**config.mk**
```make
export PLATFORM = sky130hd
export DESIGN_NAME = tt_bin_timekeeper
export DESIGN_NICKNAME = d
export VERILOG_FILES = /design/src/rtl/tt_bin_clock_pkg.sv /design/src/rtl/tt_bin_clock_btn.sv /design/src/rtl/tt_bin_timekeeper.sv
export SDC_FILE = /design/constraint.sdc
export NUM_CORES = 1
export LEC_CHECK = 0
export CORE_MARGIN = 3
export CORE_UTILIZATION = 40
export CTS_CLUSTER_SIZE = 24
export DETAILED_ROUTE_END_ITERATION = 12
export GPL_ROUTABILITY_DRIVEN = 0
export PLACE_DENSITY = 0.56
export SYNTH_ARGS = -nofsm -noshare
export SYNTH_HDL_FRONTEND = slang
export SYNTH_HIERARCHICAL = 1
export SYNTH_SLANG_ARGS = --single-unit
```
**constraint.sdc**
```tcl
create_clock -name clk_i -period 4.6 [get_ports clk_i]
set_input_delay 0.92 -clock clk_i [delete_from_list [all_inputs] [get_ports clk_i]]
set_output_delay 0.92 -clock clk_i [all_outputs]
set_load 0.005 [all_outputs]
```
**src/rtl/tt_bin_clock_pkg.sv**
```systemverilog
// Shared field limits, widths and the HH:MM:SS(+pm) record for the binary timekeeper.
package tt_bin_clock_pkg;
    localparam int HOUR_W = 5;
    localparam int MIN_W  = 6;
    localparam int SEC_W  = 6;

    localparam logic [SEC_W-1:0]  SEC_MAX = 6'd59;
    localparam logic [MIN_W-1:0]  MIN_MAX = 6'd59;
    localparam logic [HOUR_W-1:0] H12_MIN = 5'd1;
    localparam logic [HOUR_W-1:0] H12_MAX = 5'd12;
    localparam logic [HOUR_W-1:0] H24_MAX = 5'd23;

    typedef struct packed {
        logic [HOUR_W-1:0] hour;
        logic [MIN_W-1:0]  min;
        logic [SEC_W-1:0]  sec;
        logic              pm;
    } hms_t;

    // Minutes and seconds share width and range, so one wrap helper serves both.
    function automatic logic [5:0] wrap6(input logic [5:0] v, input logic [5:0] hi,
                                         input logic inc);
        if (inc) return (v == hi) ? 6'd0 : v + 6'd1;
        return (v == 6'd0) ? hi : v - 6'd1;
    endfunction
endpackage

```
**src/rtl/tt_bin_clock_btn.sv**
```systemverilog
// Button conditioner: registered edge detect plus hold-to-repeat stepping.
module tt_bin_clock_btn
    import tt_bin_clock_pkg::*;
#(
    parameter int REPEAT_CYC = 50
) (
    input  logic clk_i,
    input  logic reset_i,
    input  logic btn_i,
    input  logic en_i,
    output logic edge_o,
    output logic step_o
);
    localparam int CNT_W = $clog2(REPEAT_CYC + 1);
    localparam logic [CNT_W-1:0] CNT_MAX = CNT_W'(REPEAT_CYC);
    localparam logic [CNT_W-1:0] CNT_ONE = CNT_W'(1);

    logic             prev_q;
    logic [CNT_W-1:0] cnt_q, cnt_d;
    logic             rpt;

    assign edge_o = btn_i & ~prev_q;
    assign rpt    = en_i & btn_i & (cnt_q == CNT_MAX);
    assign step_o = en_i & (edge_o | rpt);

    // The hold counter only runs once started by an edge while enabled, so a hold
    // that survives a run/set toggle never repeats until released and pressed again.
    always_comb begin
        cnt_d = '0;
        if (en_i && btn_i) begin
            if (edge_o || rpt)
                cnt_d = CNT_ONE;
            else if (cnt_q != '0)
                cnt_d = cnt_q + CNT_ONE;
        end
    end

    always_ff @(posedge clk_i or posedge reset_i) begin
        if (reset_i) begin
            prev_q <= 1'b0;
            cnt_q  <= '0;
        end else begin
            prev_q <= btn_i;
            cnt_q  <= cnt_d;
        end
    end
endmodule

```
**src/rtl/tt_bin_timekeeper.sv**
```systemverilog
// Binary HH:MM:SS wall clock with 1 Hz prescaler and button time setting.
// Optional alarm compare enabled by defining TT_BIN_TIMEKEEPER_ALARM_EN.
module tt_bin_timekeeper
    import tt_bin_clock_pkg::*;
#(
    parameter int CLK_HZ     = 100,
    parameter bit MODE_24H   = 1'b0,
    parameter int REPEAT_CYC = 50
) (
    input  logic              clk_i,
    input  logic              reset_i,
    input  logic              time_set_i,
    input  logic              id_switch_i,
    input  logic              hour_id_i,
    input  logic              minute_id_i,
    input  logic              seconds_id_i,
    input  logic              alarm_sel_i,
    output logic [HOUR_W-1:0] hour_out,
    output logic [MIN_W-1:0]  minute_out,
    output logic [SEC_W-1:0]  seconds_out,
    output logic              pm_o,
    output logic              tick_o,
    output logic              alarm_o
);
    localparam int PRE_W = $clog2(CLK_HZ);
    localparam logic [PRE_W-1:0] PRE_LAST = PRE_W'(CLK_HZ - 1);
    localparam logic [PRE_W-1:0] PRE_ONE  = PRE_W'(1);
    localparam hms_t HMS_RST = '{hour: (MODE_24H ? 5'd0 : H12_MAX), min: 6'd0,
                                 sec: 6'd0, pm: 1'b0};

    hms_t             time_q, time_d;
    logic [PRE_W-1:0] presc_q, presc_d;
    logic             tick;
    logic             step_h, step_m, step_s, edge_h, edge_m, edge_s;

    // Hour stepping is shared by set mode and the run-mode carry; in 12 h mode
    // crossing 11<->12 is where AM/PM flips.
    function automatic hms_t bump_hour(input hms_t t, input logic inc);
        hms_t r;
        logic [HOUR_W-1:0] lo, hi;
        r  = t;
        lo = MODE_24H ? 5'd0 : H12_MIN;
        hi = MODE_24H ? H24_MAX : H12_MAX;
        if (inc) r.hour = (t.hour == hi) ? lo : t.hour + 5'd1;
        else     r.hour = (t.hour == lo) ? hi : t.hour - 5'd1;
        if (!MODE_24H && ((inc && t.hour == H12_MAX - 5'd1) || (!inc && t.hour == H12_MAX)))
            r.pm = ~t.pm;
        return r;
    endfunction

    function automatic hms_t bump_min(input hms_t t, input logic inc);
        hms_t r;
        r     = t;
        r.min = wrap6(t.min, MIN_MAX, inc);
        return r;
    endfunction

    function automatic hms_t bump_sec(input hms_t t, input logic inc);
        hms_t r;
        r     = t;
        r.sec = wrap6(t.sec, SEC_MAX, inc);
        return r;
    endfunction

    function automatic hms_t advance(input hms_t t);
        hms_t r;
        r = t;
        if (t.sec != SEC_MAX) begin
            r.sec = t.sec + 6'd1;
        end else begin
            r.sec = '0;
            if (t.min != MIN_MAX) begin
                r.min = t.min + 6'd1;
            end else begin
                r.min = '0;
                r     = bump_hour(r, 1'b1);
            end
        end
        return r;
    endfunction

    tt_bin_clock_btn #(.REPEAT_CYC(REPEAT_CYC)) u_btn_h (
        .clk_i(clk_i), .reset_i(reset_i), .btn_i(hour_id_i), .en_i(time_set_i),
        .edge_o(edge_h), .step_o(step_h));
    tt_bin_clock_btn #(.REPEAT_CYC(REPEAT_CYC)) u_btn_m (
        .clk_i(clk_i), .reset_i(reset_i), .btn_i(minute_id_i), .en_i(time_set_i),
        .edge_o(edge_m), .step_o(step_m));
    tt_bin_clock_btn #(.REPEAT_CYC(REPEAT_CYC)) u_btn_s (
        .clk_i(clk_i), .reset_i(reset_i), .btn_i(seconds_id_i), .en_i(time_set_i),
        .edge_o(edge_s), .step_o(step_s));

    assign tick = ~time_set_i & (presc_q == PRE_LAST);

`ifdef TT_BIN_TIMEKEEPER_ALARM_EN
    hms_t alarm_q, alarm_d;
    logic act_q, act_d;

    always_comb begin
        time_d  = time_q;
        presc_d = presc_q;
        alarm_d = alarm_q;
        if (time_set_i) begin
            presc_d = '0;
            // Alarm edit ignores the seconds button: the alarm is HH:MM only.
            if (alarm_sel_i) begin
                if (step_m)      alarm_d = bump_min(alarm_q, id_switch_i);
                else if (step_h) alarm_d = bump_hour(alarm_q, id_switch_i);
            end else begin
                if (step_s)      time_d = bump_sec(time_q, id_switch_i);
                else if (step_m) time_d = bump_min(time_q, id_switch_i);
                else if (step_h) time_d = bump_hour(time_q, id_switch_i);
            end
        end else if (tick) begin
            presc_d = '0;
            time_d  = advance(time_q);
        end else begin
            presc_d = presc_q + PRE_ONE;
        end

        act_d = act_q;
        if (edge_h || edge_m || edge_s)
            act_d = 1'b0;
        else if (tick && time_d == alarm_q)
            act_d = 1'b1;
        else if (time_d.min != time_q.min)
            act_d = 1'b0;
    end

    always_ff @(posedge clk_i or posedge reset_i) begin
        if (reset_i) begin
            alarm_q <= HMS_RST;
            act_q   <= 1'b0;
        end else begin
            alarm_q <= alarm_d;
            act_q   <= act_d;
        end
    end

    assign alarm_o = act_q;
`else
    logic unused_inputs;

    always_comb begin
        time_d  = time_q;
        presc_d = presc_q;
        if (time_set_i) begin
            presc_d = '0;
            if (step_s)      time_d = bump_sec(time_q, id_switch_i);
            else if (step_m) time_d = bump_min(time_q, id_switch_i);
            else if (step_h) time_d = bump_hour(time_q, id_switch_i);
        end else if (tick) begin
            presc_d = '0;
            time_d  = advance(time_q);
        end else begin
            presc_d = presc_q + PRE_ONE;
        end
    end

    assign unused_inputs = alarm_sel_i ^ edge_h ^ edge_m ^ edge_s;
    assign alarm_o       = 1'b0;
`endif

    always_ff @(posedge clk_i or posedge reset_i) begin
        if (reset_i) begin
            time_q  <= HMS_RST;
            presc_q <= '0;
        end else begin
            time_q  <= time_d;
            presc_q <= presc_d;
        end
    end

    assign hour_out    = time_q.hour;
    assign minute_out  = time_q.min;
    assign seconds_out = time_q.sec;
    assign pm_o        = time_q.pm;
    assign tick_o      = tick;
endmodule
```
==> results of run 1 <==
metrics by stage:
stage	hold slack, ns	util, %	setup slack [ns]	power, mW
after global placement	0.4459	46.50	1.146	0.9740
after global routing	0.4958	48.02	1.175	1.375
final	0.4613	48.02	1.271	1.288
after floorplan	0.4251	-	2.280	0.8202
after detailed placement	0.4552	46.50	1.130	0.9762
after CTS	0.4689	48.02	1.250	1.300
worst paths after layout:
path / start / end / slack [ns]
min reg2reg: presc_q[0] / presc_q[0] / 0.46
min in group asynchronous: reset_i / u_btn_s/cnt_q[5] / 0.97
max: time_set_i / tick_o / 1.27
max reg2reg: u_btn_s/cnt_q[0] / minute_out[3] / 2.03
min: presc_q[0] / presc_q[0] / 0.46
max in group asynchronous: reset_i / presc_q[4] / 2.66
worst register-to-register path: stages, from the launching register on:
cell and delay, ns:
dfrtp_1 0.41, inv_1 0.10, ha_1 0.17, nand4_1 0.11
a21oi_1 0.44, nor2b_1 0.18, a21boi_1 0.48, nor3_1 0.13
o31a_1 0.25, o32a_1 0.17
final cells by class:
cell class | instances | share of cell area (%)
clock buffers | 5 | 1.935
flip-flops and latches | 46 | 32.43
inverters | 24 | 2.533
multi-input cells | 264 | 51.14
repair buffers | 26 | 7.246
well taps | 99 | 3.482
clock inverters | 3 | 1.231
sequential cells by signal, summed over array words and instances (netlist names):
| signal | cells |
|---|---|
| minute_out | 6 |
| u_btn_m/prev_q | 1 |
| hour_out | 5 |
| u_btn_s/prev_q | 1 |
| u_btn_h/prev_q | 1 |
| seconds_out | 6 |
| pm_o | 1 |
| u_btn_h/cnt_q | 6 |
| presc_q | 7 |
| u_btn_s/cnt_q | 6 |
| u_btn_m/cnt_q | 6 |
routing by layer:
| metal | GRT usage [%] | wire length (um) |
|---|---|---|
| met5 | 0 | 0 |
| met4 | 3.851 | 50 |
| met3 | 2.804 | 147 |
| met2 | 24.17 | 3089 |
| met1 | 25.37 | 3629 |
power groups by stage:
stage	clock network [mW]	registers, mW	logic (mW)
CTS	0.325	0.564	0.410
detailed placement	0	0.571	0.405
floorplan	0	0.518	0.302
global placement	0	0.570	0.404
finish	0.314	0.564	0.409
global route	0.339	0.579	0.457
==> metrics.md, run 1 <==
| Metric | Value |
|---|---|
| Status | complete, no violations |
| CTS tree | built |
| Multi-input logic area | 1819 um^2 |
| Part of the power in combinational logic | 31.8% |
| Clock transition at path regs | 0.10 ns |
| Worst path arrival time | 2.41 ns |
| Final Slew Violations | 0 |
| Hold depth | 1 |
| Global-route wire length before repair | 11.92 mm |
| Leak Pwr | 1.442 nW |
| Fraction of power spent switching nets | 35.41% |
| Residual DRC | 0 |
| Clock Latency Late Sink | 0.30 ns |
| Total grt overflow | 0 |
| Area grow syn2layout | 14.13% |
| Max stage delay on crit path | 0.57 ns |
| CP delay by family, top | buffers and inverters |
| RSZ-0062 raised after global routing | no |
| Number of global-route vias before repair | 2439 |
| Final cell count without fillers | 467 |
| Worst Path Required | 3.68 ns |
| Antenna Nets Post-Route | 0 |
| Placed instance count | 459 |
| Most common cell after layout, fill and taps aside | dfrtp_1 |
| Via count | 2586 |
| Cell count after synthesis | 346 |
| Fin Clk Skew | 0.007002 ns |
| Worst Hold Class | flop to flop |
| Final hold violation count | 0 |
| Total negative setup slack | 0 ns |
| Share of cells above drive strength 1 | 7.880% |
| Port bufs | 25 |
| Nets | 392 |
| Reg power frac | 43.8% |
| Period utilisation layout | 72.37% |
| CTS buffer count | 5 |
| Io pins | 28 |
| Avg Inst Size Synth | 9.008 um^2 |
| VDD IR-drop max | 0.1928 mV |
| Pwr Density | 362.0 nW/um^2 |
| Tmin final | 3.329 ns |
| Routed WL per cell | 14.81 um |
| Initial antenna violation count | 0 |
| FF/Latch Area | 1154 um^2 |
| Worst-case reg-to-reg path depth | 9 |
| Fmax | 300.4 MHz |
| Gr usage total | 16.60% |
| Final instance area | 3557 um^2 |
| Pin count of the biggest net entering global routing | 26 |
| Most frequent cells in the layout | 44 x dfrtp_1, 28 x nor2_1, 25 x clkdlybuf4s50_1 |
| Dpl hpwl | 4.998 mm |
| CP cell instances | clkdlybuf4s50_1, nand4b_4, inv_1, clkdlybuf4s50_1 |
| Slew HR | 29.78% |
| # diodes | 0 |
| Net Count, Synth | 371 |
| Crit path max fanout | 8 |
| Post-place instance area | 3445 um^2 |
| Clock buffer depth | 2 |
| # rows | 31 |
| Total clock sinks | 46 |
| Critical path's slowest cell | clkdlybuf4s50_1 |
| Die ar. | 8887 um^2 |
| Setup CP Type | input port to primary output |
| Resized Gates After CTS | 0 |
| Clock root buffer | clkbuf_8 |
| Die width | 94.27 um |
| Max-cap violations | 0 |
| CP startpoint kind | input port |
| Cell internal pwr | 0.8316 mW |
| Final wirelength | 6.916 mm |
| CORE AREA | 7408 um^2 |
| Hold-fix buffers, CTS | 0 |
| Worst-Margin Slew | 1.052 ns |
| TritonRoute pass-1 iters | 4 |
| Worst Path Buf+Inv | 3 |
| Setup violators final | 0 |
| Starting Density | 42.07% |
| CP endpoint kind | primary output |
| Critical path depth in cells | 4 |
| Post-Syn Area | 3117 um^2 |
| Ys Warns | 6 |
| Post-CTS Repair Setup Buffers | 0 |
| 1st-iter DRT viols | 141 |
| Vias per inst | 5.537 |
| Net Switching | 0.4559 mW |
| Most common cell on crit path | clkdlybuf4s50_1 |
| Die H | 94.27 um |
| Fillcell total | 728 |
| H-tree lvl count | 2 |
| Clk pwr share | 24.4% |
Power figures use the tool's default switching activity.
==> run 2: changes to the inputs <==
--- a/config.mk
+++ b/config.mk
@@ -10,7 +10,7 @@
 export CTS_CLUSTER_SIZE = 24
 export DETAILED_ROUTE_END_ITERATION = 12
 export GPL_ROUTABILITY_DRIVEN = 0
-export PLACE_DENSITY = 0.56
+export PLACE_DENSITY = 0.58
 export SYNTH_ARGS = -nofsm -noshare
 export SYNTH_HDL_FRONTEND = slang
 export SYNTH_HIERARCHICAL = 1
==> constraint.sdc (replaced) <==
create_clock -name clk_i -period 2.8 [get_ports clk_i]
set_input_delay 0.56 -clock clk_i [delete_from_list [all_inputs] [get_ports clk_i]]
set_output_delay 0.56 -clock clk_i [all_outputs]
set_load 0.005 [all_outputs]
==> metrics.md, run 2 (same netlist as run 1, synthesis figures left out) <==
| Metric | Value |
|---|---|
| Status | complete, no violations |
| Clock transition at path regs | 0.09 ns (about the same) |
| Nets | 399 (+1.8%) |
| Fmax | 395.3 MHz |
| Reg power frac | 44.4% (+0.6 points) |
| Final wirelength | 6.821 mm (-1.4%) |
| Gr usage total | 16.60% (about the same) |
| Residual DRC | 0 (unchanged) |
| Worst-Margin Slew | 0.5534 ns (-0.4987 ns) |
| Hold depth | 1 (unchanged) |
| H-tree lvl count | 2 (unchanged) |
| CP cell instances | clkdlybuf4s50_1, buf_4, nand4b_4, inv_1, clkdlybuf4s50_1 |
| Share of cells above drive strength 1 | 9.333% (+1.5 points) |
| Final hold violation count | 0 (unchanged) |
| Number of global-route vias before repair | 2433 (-0.25%) |
| Part of the power in combinational logic | 31.9% (about the same) |
| Most common cell on crit path | clkdlybuf4s50_1 |
| Pin count of the biggest net entering global routing | 26 (unchanged) |
| Total negative setup slack | 0 ns (unchanged) |
| Setup CP Type | input port to primary output |
| Io pins | 28 (unchanged) |
| CTS tree | built |
| Final core occ | 48.69% (+0.68 points) |
| CTS buffer count | 5 (unchanged) |
| Worst Hold Class | flop to flop |
| CP endpoint kind | primary output |
| Max reg flops | 7 (unchanged) |
| Largest Register | presc_q |
| Global-route wire length before repair | 11.81 mm (-0.93%) |
| Die width | 94.27 um (unchanged) |
| Port bufs | 25 (unchanged) |
| Antenna Nets Post-Route | 0 (unchanged) |
| Resized Gates After CTS | 0 (unchanged) |
| Fin Clk Skew | 0.008222 ns (+0.001221 ns) |
| Internal reg-to-reg setup slack | 0.45 ns (-1.58 ns) |
| Setup violators final | 0 (unchanged) |
| Clock Latency Late Sink | 0.30 ns (about the same) |
| Net Switching | 0.7253 mW (+59%) |
| Slew HR | 62.58% (+33 points) |
| Total grt overflow | 0 (unchanged) |
| Critical path depth in cells | 5 (+1) |
| Worst Path Required | 2.24 ns (-1.44 ns) |
| 1st-iter DRT viols | 83 (-41%) |
| RSZ-0062 raised after global routing | no |
| Hold WS | 0.4717 ns (+0.01042 ns) |
| Tmin final | 2.530 ns |
| Initial antenna violation count | 0 (unchanged) |
| Fraction of power spent switching nets | 34.66% (-0.75 points) |
| Area grow syn2layout | 15.74% |
| Most common cell after layout, fill and taps aside | dfrtp_1 |
| Fillcell total | 728 (unchanged) |
| Pwr Density | 580.1 nW/um^2 (+60%) |
| Period utilisation layout | 90.34% |
| Max stage delay on crit path | 0.49 ns (-0.08 ns) |
| Critical path's slowest cell | clkdlybuf4s50_1 |
| Vias per inst | 5.462 (-1.4%) |
| Most frequent cells in the layout | 44 x dfrtp_1, 28 x nor2_1, 25 x clkdlybuf4s50_1 |
| Die H | 94.27 um (unchanged) |
| Final Slew Violations | 0 (unchanged) |
| Total clock sinks | 46 (unchanged) |
| CP startpoint kind | input port |
| Worst-case reg-to-reg path depth | 9 (unchanged) |
| Die ar. | 8887 um^2 (unchanged) |
| Worst path arrival time | 1.97 ns (-0.44 ns) |
| Dpl hpwl | 5.073 mm (+1.5%) |
| Leak Pwr | 1.469 nW (+1.8%) |
| Worst Path Buf+Inv | 4 (+1) |
| Cell internal pwr | 1.367 mW (+64%) |
| TritonRoute pass-1 iters | 4 (unchanged) |
| Hold-fix buffers, CTS | 0 (unchanged) |
| Starting Density | 42.07% (unchanged) |
| CP delay by family, top | buffers and inverters |
| Via count | 2589 (+0.12%) |
| Crit path max fanout | 10 (+2) |
| Routed WL per cell | 14.39 um (-2.8%) |
| # rows | 31 (unchanged) |
| # diodes | 0 (unchanged) |
| Clock root buffer | clkbuf_8 |
| Post-CTS Repair Setup Buffers | 0 (unchanged) |
| Clk pwr share | 23.8% (-0.6 points) |
| VDD IR-drop max | 0.3048 mV (+58%) |
| Max-cap violations | 0 (unchanged) |
| CORE AREA | 7408 um^2 (unchanged) |
| Clock buffer depth | 2 (unchanged) |
run 2: power groups by stage:
stage | sequential [mW] | clock [mW] | combinational, mW
3_5_place_dp | 0.940 | 0 | 0.668
5_1_grt | 0.956 | 0.537 | 0.749
2_1_floorplan | 0.852 | 0 | 0.496
3_3_place_gp | 0.939 | 0 | 0.662
4_1_cts | 0.927 | 0.515 | 0.671
6_report | 0.928 | 0.497 | 0.667
run 2: path summary, 6_finish.rpt:
check | from | endpoint
min reg2reg | u_btn_h/prev_q | u_btn_h/cnt_q[0]
max in group asynchronous | reset_i | hour_out[3]
max | time_set_i | tick_o
min | u_btn_h/prev_q | u_btn_h/cnt_q[0]
min in group asynchronous | reset_i | u_btn_s/prev_q
max reg2reg | u_btn_m/cnt_q[0] | minute_out[3]
run 2: metrics by stage:
stage | instances | cell area [um^2] | worst slack (ns) | total power, mW
3_5_place_dp | 466 | 3497 | 0.09054 | 1.608
6_report | 474 | 3607 | 0.2704 | 2.092
3_3_place_gp | 466 | 3497 | 0.1683 | 1.600
5_1_grt | 474 | 3607 | 0.1542 | 2.242
2_1_floorplan | 346 | 3117 | 0.6856 | 1.347
4_1_cts | 474 | 3607 | 0.2530 | 2.114
run 2: layout make-up:
type / count / area [um^2] / share of cell area, %
inverters: 24 / 90.09 / 2.497
clock inverters: 2 / 37.54 / 1.041
clock buffers: 6 / 72.57 / 2.012
flip-flops and latches: 46 / 1154 / 31.98
multi-input cells: 264 / 1819 / 50.43
well taps: 99 / 123.9 / 3.434
repair buffers: 33 / 310.3 / 8.602
run 2: metal layers:
metal | GRT usage [%] | part of all wire [%] | up-vias
li1 | - | - | 1320
met3 | 2.804 | 2.6 | 6
met1 | 24.26 | 50 | 1227
met2 | 25.18 | 46 | 36
met5 | 0 | 0 | -
met4 | 4.573 | 1.2 | 0
==> run 3: changes to the inputs <==
--- a/config.mk
+++ b/config.mk
@@ -5,12 +5,15 @@
 export SDC_FILE = /design/constraint.sdc
 export NUM_CORES = 1
 export LEC_CHECK = 0
+export CELL_PAD_IN_SITES_DETAIL_PLACEMENT = 1
+export CELL_PAD_IN_SITES_GLOBAL_PLACEMENT = 1
 export CORE_MARGIN = 3
 export CORE_UTILIZATION = 40
 export CTS_CLUSTER_SIZE = 24
 export DETAILED_ROUTE_END_ITERATION = 12
+export DONT_BUFFER_PORTS = 1
 export GPL_ROUTABILITY_DRIVEN = 0
-export PLACE_DENSITY = 0.58
+export PLACE_DENSITY = 0.67
 export SYNTH_ARGS = -nofsm -noshare
 export SYNTH_HDL_FRONTEND = slang
 export SYNTH_HIERARCHICAL = 1
==> metrics.md, run 3 (same netlist as run 1, synthesis figures left out) <==
| Metric | Value |
|---|---|
| Fin Clk Skew | 0.01385 ns (+0.005625 ns) |
| Total grt overflow | 0 (unchanged) |
| Total negative setup slack | 0 ns (unchanged) |
| Final instance area | 3316 um^2 (-8.1%) |
| 1st-iter DRT viols | 96 (+16%) |
| Worst setup margin | 0.4590 ns (+0.1887 ns) |
| Clock transition at path regs | 0.10 ns (about the same) |
| Nets | 371 (-7.0%) |
| Initial antenna violation count | 0 (unchanged) |
| CP startpoint kind | flop |
| Final Slew Violations | 0 (unchanged) |
| H-tree lvl count | 2 (unchanged) |
| Dpl hpwl | 5.713 mm (+13%) |
| Clock buffer depth | 2 (unchanged) |
| Routed WL per cell | 17.29 um (+20%) |
| Die width | 94.27 um (unchanged) |
| Post-place instance area | 3224 um^2 (-7.8%) |
| Internal reg-to-reg setup slack | 0.46 ns (about the same) |
| Gr usage total | 18.19% (+1.6 points) |
| Vias per inst | 5.796 (+6.1%) |
| Antenna Nets Post-Route | 0 (unchanged) |
| CTS buffer count | 5 (unchanged) |
| Hold WS | 0.05910 ns (-0.4126 ns) |
| Fmax | 427.2 MHz (+8.1%) |
| Setup CP Type | flop to flop |
| Crit path max fanout | 7 (-3) |
| Post-CTS Repair Setup Buffers | 0 (unchanged) |
| Worst Hold Class | input port to async pin |
| Port bufs | 0 (-100%) |
| Starting Density | 42.07% (unchanged) |
| Slew HR | 57.82% (-4.8 points) |
| Final hold violation count | 0 (unchanged) |
| Resized Gates After CTS | 0 (unchanged) |
| Setup violators final | 0 (unchanged) |
| Number of global-route vias before repair | 2699 (+11%) |
| Total power | 1.924 mW (-8.1%) |
| FF-to-FF Start | seconds_out[1] |
| Io pins | 28 (unchanged) |
| Most frequent cells in the layout | 44 x dfrtp_1, 28 x nor2_1, 24 x inv_1, 24 x nand2_1, 19 x nand3_1 |
| # rows | 31 (unchanged) |
| CTS tree | built |
| Pwr Density | 580.2 nW/um^2 (about the same) |
| CORE AREA | 7408 um^2 (unchanged) |
| RSZ-0062 raised after global routing | no |
| Final wirelength | 7.711 mm (+13%) |
| Die ar. | 8887 um^2 (unchanged) |
| Max-cap violations | 0 (unchanged) |
| Leak Pwr | 1.360 nW (-7.4%) |
| Clock root buffer | clkbuf_8 |
| Period utilisation layout | 83.61% (-6.7 points) |
| Reg2Reg Capture Point | minute_out[3] |
| Share of cells above drive strength 1 | 9.510% (+0.18 points) |
| Global-route wire length before repair | 13.10 mm (+11%) |
| Hold-fix buffers, CTS | 0 (unchanged) |
| Die H | 94.27 um (unchanged) |
| TritonRoute pass-1 iters | 4 (unchanged) |
| Worst path arrival time | 2.58 ns (+0.61 ns) |
| Worst-Margin Slew | 0.6239 ns (+0.07046 ns) |
| Status | complete, no violations |
| Largest Register | presc_q |
| Worst Path Required | 3.04 ns (+0.80 ns) |
| Pin count of the biggest net entering global routing | 26 (unchanged) |
| Tmin final | 2.341 ns (-0.1887 ns) |
| Total clock sinks | 46 (unchanged) |
| Worst slack, placed | 0.5081 ns (+0.4176 ns) |
| Most common cell after layout, fill and taps aside | dfrtp_1 |
| Worst-case reg-to-reg path depth | 6 (-3) |
| Residual DRC | 0 (unchanged) |
| Via count | 2585 (-0.15%) |
| Area grow syn2layout | 6.383% |
| VDD IR-drop max | 0.3933 mV (+29%) |
| Max reg flops | 7 (unchanged) |
| # diodes | 0 (unchanged) |
| CP endpoint kind | flop |
| Clock Latency Late Sink | 0.31 ns (about the same) |
run 3: layer usage:
metal | up-vias | share of wire [%] | track usage [%]
met3 | 5 | 2.5 | 3.125
met5 | - | 0 | 0
met4 | 0 | 0.56 | 3.249
li1 | 1267 | - | -
met2 | 26 | 47 | 30.67
met1 | 1287 | 50 | 24.65
run 3: final cells by class:
class | instances | area (um^2)
clock inverters | 3 | 22.52
fillers | 900 | 4093
repair buffers | 5 | 37.54
well taps | 99 | 123.9
clock buffers | 5 | 68.82
flip-flops and latches | 46 | 1154
inverters | 24 | 90.09
multi-input cells | 264 | 1819
run 3: worst max-delay path: stages (launching register included):
cell and delay (ns):
dfrtp_1 0.51, ha_1 0.26, nor2b_1 0.27, nand3_1 0.29, o31ai_1 0.58, o31a_1 0.23
o32a_1 0.14
run 3: report_power, final:
part,internal [mW],switching [mW]
Combinational,0.234,0.299
Sequential,0.751,0.198
Clock,0.181,0.260
run 3: how the worst max path moves through the flow:
stage,slack (ns),from,to
after floorplan,0.69,u_btn_s/cnt_q[0],minute_out[3]
after global placement,0.55,u_btn_m/cnt_q[0],minute_out[0]
after detailed placement,0.51,u_btn_m/cnt_q[0],minute_out[0]
after CTS,0.46,u_btn_m/cnt_q[0],minute_out[0]
after global routing,0.20,u_btn_m/cnt_q[0],minute_out[5]
final,0.46,seconds_out[1],minute_out[3]
run 3: through the flow:
step,std cells,utilization [%]
6_report,446,44.76
4_1_cts,446,44.76
3_5_place_dp,438,43.52
5_1_grt,446,44.76
3_3_place_gp,438,43.52
2_1_floorplan,346,-
